<file path="src/rtl/module_mult_booth_ctrl.sv">
// module_mult_booth_ctrl: control FSM for the radix-2 Booth multiplier datapath.
// Sequences load, N x (optional add/sub + arithmetic shift), then holds done until ack.
// Optional build macro: MULT_BOOTH_PERF_CNT_EN adds a 'cycles' output holding the
// busy-cycle count of the most recent completed multiplication.
module module_mult_booth_ctrl #(
   parameter int unsigned N = 8
) (
   input  logic       clk,
   input  logic       rst,
   input  logic       start,
   output logic       ready,
   input  logic       ack,
   input  logic [2:0] Q_LSB,
   output logic       load_A,
   output logic       load_B,
   output logic       load_add,
   output logic       add_sub,
   output logic       shift_HQ_LQ_Q_1,
   output logic       busy,
`ifdef MULT_BOOTH_PERF_CNT_EN
   output logic       done,
   output logic [$clog2(3*N+2)-1:0] cycles
`else
   output logic       done
`endif
);

   localparam int unsigned CNT_W = $clog2(N+1);

   typedef enum logic [2:0] {
      IDLE  = 3'd0,
      LOAD  = 3'd1,
      CHECK = 3'd2,
      ADD   = 3'd3,
      SHIFT = 3'd4,
      DONE  = 3'd5
   } state_e;

   state_e             state_q, state_d;
   logic [CNT_W-1:0]   cnt_q, cnt_d;
   logic               add_sub_q, add_sub_d;
   logic               ready_q, ready_d;
   logic               load_ab_q, load_ab_d;
   logic               load_add_q, load_add_d;
   logic               shift_q, shift_d;
   logic               busy_q, busy_d;
   logic               done_q, done_d;

   // Q_LSB[2] is datapath status this block has no use for
   logic               unused_q_lsb2;
   assign unused_q_lsb2 = Q_LSB[2];

   // Next-state, counter and add/sub latch; strobes are decoded from the next state
   always_comb begin
      state_d    = state_q;
      cnt_d      = cnt_q;
      add_sub_d  = add_sub_q;
      case (state_q)
         IDLE: begin
            if (start) state_d = LOAD;
         end
         LOAD: begin
            cnt_d   = CNT_W'(N);
            state_d = CHECK;
         end
         CHECK: begin
            case (Q_LSB[1:0])
               2'b01: begin
                  state_d   = ADD;
                  add_sub_d = 1'b0;
               end
               2'b10: begin
                  state_d   = ADD;
                  add_sub_d = 1'b1;
               end
               default: state_d = SHIFT;
            endcase
         end
         ADD: begin
            state_d = SHIFT;
         end
         SHIFT: begin
            cnt_d   = cnt_q - CNT_W'(1);
            state_d = (cnt_q == CNT_W'(1)) ? DONE : CHECK;
         end
         DONE: begin
            if (ack) state_d = IDLE;
         end
         default: state_d = IDLE;
      endcase

      ready_d    = (state_d == IDLE);
      load_ab_d  = (state_d == LOAD);
      load_add_d = (state_d == ADD);
      shift_d    = (state_d == SHIFT);
      done_d     = (state_d == DONE);
      busy_d     = (state_d != IDLE) && (state_d != DONE);
   end

   // State, counter and registered Moore outputs
   always_ff @(posedge clk or negedge rst) begin
      if (!rst) begin
         state_q    <= IDLE;
         cnt_q      <= '0;
         add_sub_q  <= 1'b0;
         ready_q    <= 1'b1;
         load_ab_q  <= 1'b0;
         load_add_q <= 1'b0;
         shift_q    <= 1'b0;
         busy_q     <= 1'b0;
         done_q     <= 1'b0;
      end else begin
         state_q    <= state_d;
         cnt_q      <= cnt_d;
         add_sub_q  <= add_sub_d;
         ready_q    <= ready_d;
         load_ab_q  <= load_ab_d;
         load_add_q <= load_add_d;
         shift_q    <= shift_d;
         busy_q     <= busy_d;
         done_q     <= done_d;
      end
   end

   assign ready           = ready_q;
   assign load_A          = load_ab_q;
   assign load_B          = load_ab_q;
   assign load_add        = load_add_q;
   assign add_sub         = add_sub_q;
   assign shift_HQ_LQ_Q_1 = shift_q;
   assign busy            = busy_q;
   assign done            = done_q;

`ifdef MULT_BOOTH_PERF_CNT_EN
   localparam int unsigned CYC_W = $clog2(3*N+2);

   logic [CYC_W-1:0] perf_q, perf_d;
   logic [CYC_W-1:0] cycles_q, cycles_d;

   // Busy-cycle counter; the final SHIFT cycle is included when publishing the total
   always_comb begin
      perf_d   = perf_q;
      cycles_d = cycles_q;
      if (state_d == LOAD) begin
         perf_d = '0;
      end else if (busy_q) begin
         perf_d = perf_q + CYC_W'(1);
      end
      if ((state_q == SHIFT) && (state_d == DONE)) begin
         cycles_d = perf_q + CYC_W'(1);
      end
   end

   // Performance counter registers
   always_ff @(posedge clk or negedge rst) begin
      if (!rst) begin
         perf_q   <= '0;
         cycles_q <= '0;
      end else begin
         perf_q   <= perf_d;
         cycles_q <= cycles_d;
      end
   end

   assign cycles = cycles_q;
`endif

endmodule

</file>
<file path="config.mk">
export PLATFORM = sky130hd
export DESIGN_NAME = module_mult_booth_ctrl
export DESIGN_NICKNAME = d
export VERILOG_FILES = /design/src/rtl/module_mult_booth_ctrl.sv
export SDC_FILE = /design/constraint.sdc
export NUM_CORES = 1
export LEC_CHECK = 0
export BUFFER_PORTS_ARGS = -buffer_cell sky130_fd_sc_hd__buf_4
export CORE_AREA = 5 5 47 49
export DETAILED_ROUTE_END_ITERATION = 6
export DIE_AREA = 0 0 52 54
export PLACE_DENSITY = 0.72
export SYNTH_ARGS = -nofsm -noshare
export SYNTH_HDL_FRONTEND = slang
export SYNTH_SLANG_ARGS = --single-unit
export TNS_END_PERCENT = 5
</file>
<file path="constraint.sdc">
create_clock -name clk -period 3.6 [get_ports clk]
set_clock_uncertainty 0.05 [all_clocks]
set_input_delay 0.72 -clock clk [delete_from_list [all_inputs] [get_ports clk]]
set_output_delay 0.72 -clock clk [all_outputs]
set_load 0.02 [all_outputs]
</file>
# Word-level counts from Yosys, hierarchy flattened
# Cells that the tools add are included.
# word_totals
regBits,14
inputBits,7
output_inout_bits,8
word_cells,38
# op_classes
add_sub_neg,1
n_eq_ne,13
muxes,7
reduce_logical,8
# op_table
cell,n
$pmux 3 s6,1
$eq 3x3->1 const B,4
$mux 3,4
$eq 3x2->1 const B,3
$pmux 4 s2,1
$eq 3x1->1 const B,2
$logic_not 3->1,2
$eq 4x1->1 const B,1
$reduce_bool 2->1,2
$sub 4x1->4 const B,1
$ne 3x3->1 const B,1
$reduce_bool 3->1,1
$eq 2x1->1 const B,1
$eq 2x2->1 const B,1
$pmux 1 s2,1
$reduce_and 2->1,1
$reduce_or 2->1,1
$logic_and 1x1->1,1

# Longest topological paths before layout
# Gate-level depths: netlist (run 1).
# logic_depth
depth_word,6
mapped_depth,5

# Worst setup path after synthesis (run 1)
# No wires, ideal clock.
# synth_path
path_type,input to register
startpoint,input port Q_LSB[0]
endpoint,register add_sub_q (netlist: add_sub)
setup_time_ps,125
arrival_time_ps,1714
setup_slack_ps,1711
stages,4
n_path_buf,0
path_cell_list,inv_1 ha_1 nor4b_4 mux2_4
# synth_between
elab_chain_len,3
word_cells_on_any_way,5
classes_between,eq/ne: 2; mux: 1; reduce/logical: 2
# synth_rtl
item,line_no,source
"start, declared",13,"input logic [2:0] Q_LSB,"
$eq 2x2->1 / $eq 2x1->1 (equally long branches),67,case (Q_LSB[1:0])
$reduce_bool 2->1 (no source line),--,
$reduce_and 2->1 (no source line),--,
"end signal, assigned",115,add_sub_q <= add_sub_d;
"end, declared",41,"logic add_sub_q, add_sub_d;"
# Several ways; a longest one is shown, not always the timed one.
# A chain may end at the register's enable or synchronous reset.

# Final worst setup path (run 1)
# Same ends and word-level chain as after synthesis.

==> flow_summary.yaml, run 1 <==
route:
  dr_total_vias: 566
  totalWireLength_mm: 1.43
  drc: 0
  ant_nets: 0
  drtIter0Drc: 11
  vias_per_cell: 5.10
  firstDrtPassIters: 4
  wl_per_cell_um: 12.9
synth:
  synth_compound_area_share_pct: 17.2
  mappedNetlistArea_um2: 743
  syn-num-nets: 82
  yosysSeqAreaShare_pct: 47.3
  synth_xor_area_share_pct: 0
  ys_async_sr_fraction_pct: 100
  yosys.area.top_type: "dfrtp_1"
  avgSynthCellArea_um2: 10.3
  synth_cell_type_count: 33
  synth_area_leaders: "dfrtp_1 (44%), ha_1 (5.1%), dfstp_2 (3.5%), a21oi_1 (3.4%), nand2b_1 (3.4%)"
  ys_ff_latch: 14
  synth.most_common_cell: "dfrtp_1"
  synth_simple_gate_area_share_pct: 19.4
  synth_warnings: 0
  synthAdderAreaFrac_pct: 5.05
  synth_flop_cell: "dfrtp_1"
  syn-instance-count: 72
  synth_top_family_by_area: "simple AND/OR/NAND/NOR gates"
  ys_top_cells_by_count: "dfrtp_1 (13), inv_1 (6), a21oi_1 (5), o21ai_0 (5)"
  synth_edf_count: 0
  synth_mux_area_share_pct: 3.54
  synth.top_cell.area_share_pct: 43.8
critical_path:
  endpoint_kind: "flip-flop"
  slowest_delay_ns: 0.36
  required_ns: 3.72
  worst-path-buf-inv: 2
  critical_path_arrival_ns: 1.87
  critPathSlowestCell: "ha_1"
  cp_top_family: "adder cells"
  crit_chain: "buf_4 > inv_1 > ha_1 > nor4b_4 > mux2_4"
  path_class: "in -> reg"
  cp_max_fo: 4
  start_kind: "input pin"
floorplanning:
  io_pins: 15
  initial_core_util_pct: 40.8
  die_w_um: 52
  dieHeight_um: 54
  die-area_um2: 2810
  std_cell_rows: 16
  coreArea_um2: 1820
timing:
  worst_slack_ns: 1.85
  slew_viol_final: 0
  worst_pin_slew_ns: 0.571
  period_share_pct: 48.6
  period_needed_ns: 1.75
  relSlewSlack_pct: 61.9
  clock.fmax_mhz: 572
  finalSetupViolCount: 0
  hold_ws_ns: 0.228
  finalHoldViolations: 0
  grt_setup_unrepaired: "no"
  finalSetupTns_ns: 0
pwr:
  pwr-share-seq_pct: 43.1
  leakagePower_nw: 0.400
  power_density_nw_per_um2: 795
  clkPwrFrac_pct: 13.4
  ir_drop_v: 0.000297
  totalPowerFinal_mw: 0.689
  power_switching_mw: 0.278
  swShare_pct: 40.3
  intPower_mw: 0.412
  comb_power_share_pct: 43.5
cts:
  clock_latency_ns: 0.27
  cts-root-buf: "clkbuf_4"
  post-cts-setup-buffer-count: 0
  postCtsHoldBufs: 0
  h-tree-depth: 1
  cts.sinks: 14
  numCtsBuffers: 3
  clk_pin_slew_worst_paths_ns: 0.08
  cts.repair.resized: 0
  cts_buffer_depth: 2
  cts_tree: "yes"
min_path:
  min_path_type: "in -> async"
global_routing:
  antenna_found_initial: 0
  grt_pass1_vias: 563
  grt_max_degree: 18
  grt_pass1_wl_mm: 2.39
  track_usage_pct: 11.9
  grt-ovfl-total: 0
cells_and_area:
  n_antenna_cell: 0
  fillCellCount: 172
  final_layout_size_suffix_gt1_share_pct: 23.8
  register_area_um2: 352
  multi_input_area_um2: 335
  area_growth_pct: 16.7
  final_nets: 95
job:
  drv_cap: 0
placed_design:
  pre_cts_ws_ns: 1.55
  hpwl_um: 969
  gp_congestion: 0.800
  io_buffers: 13
status:
  status: "finished, final reports clean"
-- power groups by stage --
stage          Clock, mW  Combinational, mW  Sequential, mW
6_report          0.0925              0.300           0.297
5_1_grt            0.105              0.337           0.306
4_1_cts           0.0993              0.303           0.296
3_5_place_dp           0              0.300           0.298
3_3_place_gp           0              0.295           0.297
2_1_floorplan          0              0.236           0.287
-- logic make-up after synthesis --
family / count (synthesis)
and+or+nand+nor: 22
AOI/OAI and AO/OA: 20
DFF: 14
buffers and inverters: 11
adders and majority gates: 3
muxes: 2
-- sequential cells by signal, indices dropped and copies added (netlist names) --
signal and count:
add_sub 1, busy 1, cnt_q 4, done 1, load_A 1, load_add 1, ready 1, shift_HQ_LQ_Q_1 1
state_q 3
-- layout by cell type, fill, tap and decap left out, types with 2 or more instances in the layout --
master    netlist  final
a21oi_1         5      5
buf_4           1     13
clkbuf_4        0      3
dfrtp_1        13     13
ha_1            3      3
inv_1           6      6
nand2_1         2      2
nand2b_1        4      4
nor2_1          4      4
nor2b_1         4      4
o21ai_0         5      5
-- worst reg2reg max path: stages (launching register included) --
cell and delay [ns]:
dfrtp_1 0.60, nor4b_4 0.43, mux2_4 0.33
-- worst paths after layout --
check                                      from                  end  slack [ns]  depth (start not counted)
max reg2reg                state_q[0]$_DFF_PN0_  add_sub$_DFFE_PN0N_        2.09                          2
min                                         rst  add_sub$_DFFE_PN0N_        0.23                          1
max                                    Q_LSB[0]  add_sub$_DFFE_PN0N_        1.85                          5
max in group asynchronous                   rst      ready$_DFF_PN1_        3.03                          1
min in group clk            add_sub$_DFFE_PN0N_  add_sub$_DFFE_PN0N_        0.47                          1
min reg2reg                 add_sub$_DFFE_PN0N_  add_sub$_DFFE_PN0N_        0.47                          1
-- area by class of cell --
class	instances	area share, %
well taps	27	3.90
clock buffers	4	3.03
inverters	6	2.60
repair buffers	13	11.3
multi-input cells	47	38.7
flip-flops and latches	14	40.5
-- through the flow --
| step | util (%) | cell area (µm²) | std cells |
|---|---|---|---|
| CTS | 47.6 | 867 | 111 |
| global route | 47.6 | 867 | 111 |
| global placement | 46.2 | 841 | 107 |
| finish | 47.6 | 867 | 111 |
| detailed placement | 46.2 | 841 | 107 |
| floorplan | - | 743 | 72 |
-- metal layers --
metal	up-vias	part of all wire, %	GRT usage [%]
li1	276	-	-
met1	274	47	14.4
met2	14	47	19.0
met3	2	4.2	2.77
met4	0	1.3	7.42
met5	-	0	0
(Power assumes the default switching activity.)
==> inputs of run 2 (changes only) <==
Settings changed: PLACE_DENSITY 0.72 to 0.75.
Clock period 3.6 ns to 1.4 ns, I/O delays scaled along.
==> run 2 against run 1 <==
Global-route usage rose by 0.47 points. Count of clock-buffer cells in the layout did not move. Utilization rose by 5.2 points. Die area did not move. Largest power group unchanged. Largest cell class is now multi-input gates. Clock power rose to 3.2 times the previous value. Final area rose by 11%. Combinational power rose to 3.2 times the previous value. Sequential share of layout area fell by 4.0 points. Critical endpoint is now cnt_q[2]$_DFFE_PN0P_.
==> flow_summary.yaml, run 2 (synthesized netlist as in run 1, its figures left out) <==
cells_and_area:
  area_growth_pct: 29.5
  final_cell_mix: "buf_4 (20), dfrtp_1 (13), inv_1 (6), o21ai_0 (5), a21oi_1 (5)"
  fillCellCount: 159
  multi_input_area_um2: 358
  final_nets: 103
  register_area_um2: 352
  largest_reg_flops: 4
  top_regs: "cnt_q (4), state_q (3)"
  instances_no_fill: 119
  n_antenna_cell: 0
  final_layout_size_suffix_gt1_share_pct: 33.7
  final_area_um2: 962
  top_register: "cnt_q"
  final_common_cell: "buf_4"
pwr:
  power_switching_mw: 0.760
  intPower_mw: 1.20
  comb_power_share_pct: 49.7
  pwr-share-seq_pct: 35.3
  leakagePower_nw: 0.447
  power_density_nw_per_um2: 2030
  ir_drop_v: 0.000839
  swShare_pct: 38.8
  clkPwrFrac_pct: 15.0
critical_path:
  path_class: "reg -> reg"
  endpoint_kind: "flip-flop"
  critical_path_arrival_ns: 1.47
  required_ns: 1.56
  start_kind: "flip-flop"
  cp_max_fo: 7
floorplanning:
  coreArea_um2: 1820
  std_cell_rows: 16
  die-area_um2: 2810
  dieHeight_um: 54
  initial_core_util_pct: 40.8
  die_w_um: 52
  io_pins: 15
placed_design:
  gp_congestion: 0.829
  hpwl_mm: 1.10
  io_buffers: 13
  dp_cells: 114
  place_area_um2: 906
  pre_cts_ws_ns: -0.123
cts:
  post-cts-setup-buffer-count: 0
  cts_buffer_depth: 2
  numCtsBuffers: 3
  cts_tree: "yes"
  cts-root-buf: "clkbuf_4"
  clock_latency_ns: 0.28
  cts.sinks: 14
  h-tree-depth: 1
  clk_pin_slew_worst_paths_ns: 0.08
global_routing:
  grt_pass1_wl_mm: 2.48
  grt-ovfl-total: 0
  antenna_found_initial: 0
  grt_pass1_vias: 554
  track_usage_pct: 12.4
  grt_max_degree: 15
route:
  drc: 0
  vias_per_cell: 4.82
  ant_nets: 0
  wl_per_cell_um: 12.9
  drtIter0Drc: 2
  totalWireLength_mm: 1.54
  firstDrtPassIters: 4
  dr_total_vias: 573
timing:
  slew_viol_final: 0
  worst_pin_slew_ns: 0.307
  relSlewSlack_pct: 79.3
  worst_slack_ns: 0.0907
  finalHoldViolations: 0
  grt_setup_unrepaired: "no"
  finalSetupTns_ns: 0
  period_share_pct: 93.5
  clock.fmax_mhz: 764
  finalSetupViolCount: 0
  period_needed_ns: 1.31
min_path:
  min_path_type: "in -> reg"
status:
  status: "finished, final reports clean"
job:
  drv_cap: 0
run 2: layout make-up:
| cell class | count | area share [%] |
|---|---|---|
| clock buffer | 4 | 3.77 |
| inverter | 6 | 2.34 |
| multi-input combinational | 47 | 37.2 |
| sequential | 14 | 36.5 |
| tap | 27 | 3.51 |
| timing repair buffer | 21 | 16.6 |
run 2: stage by stage:
step                hold WS (ns)  utilization [%]  power, mW
global route               0.187             52.8       2.09
floorplan                -0.0656                -       1.35
finish                     0.200             52.8       1.96
detailed placement        0.0884             49.7       1.65
CTS                        0.193             52.5       1.96
global placement          0.0850             49.7       1.62
run 2: timing repair:
| action | CTS | global route |
|---|---|---|
| hold buffers | 1 | 0 |
| hold endpoints to repair | 14 | 0 |
| resized for setup | 1 | 1 |
| pin swaps | 0 | 0 |
| setup endpoints to repair | 1 | 1 |
run 2: worst paths after layout:
check,startpoint,endpoint,slack (ns),cells past startpoint
hold / removal,start,load_A$_DFF_PN0_,0.20,2
hold reg to reg,add_sub$_DFFE_PN0N_,add_sub$_DFFE_PN0N_,0.49,1
setup reg to reg,state_q[0]$_DFF_PN0_,cnt_q[2]$_DFFE_PN0P_,0.09,4
setup / recovery,state_q[0]$_DFF_PN0_,cnt_q[2]$_DFFE_PN0P_,0.09,4
min in group asynchronous,rst,done$_DFF_PN0_,0.32,2
max in group asynchronous,rst,ready$_DFF_PN1_,0.75,2
run 2: routing by layer:
metal	share of wire, %	vias up	track usage (%)
met5	0	-	0
met4	2.7	0	6.55
met3	4.2	4	3.60
met2	50	13	22.2
met1	43	269	13.1
li1	-	287	-
run 2: critical path: stages, from the launching register on:
cell	delay (ns)
dfrtp_1	0.48
buf_4	0.19
nor4b_1	0.31
a21oi_1	0.07
o21ai_0	0.14
run 2: power groups by stage:
stage                     clock (mW)  combinational, mW  sequential, mW
after floorplan                    0              0.612           0.739
after global placement             0              0.931           0.688
after detailed placement           0              0.956           0.692
after CTS                      0.302              0.972           0.689
after global routing           0.322               1.06           0.708
final                          0.294              0.972           0.690
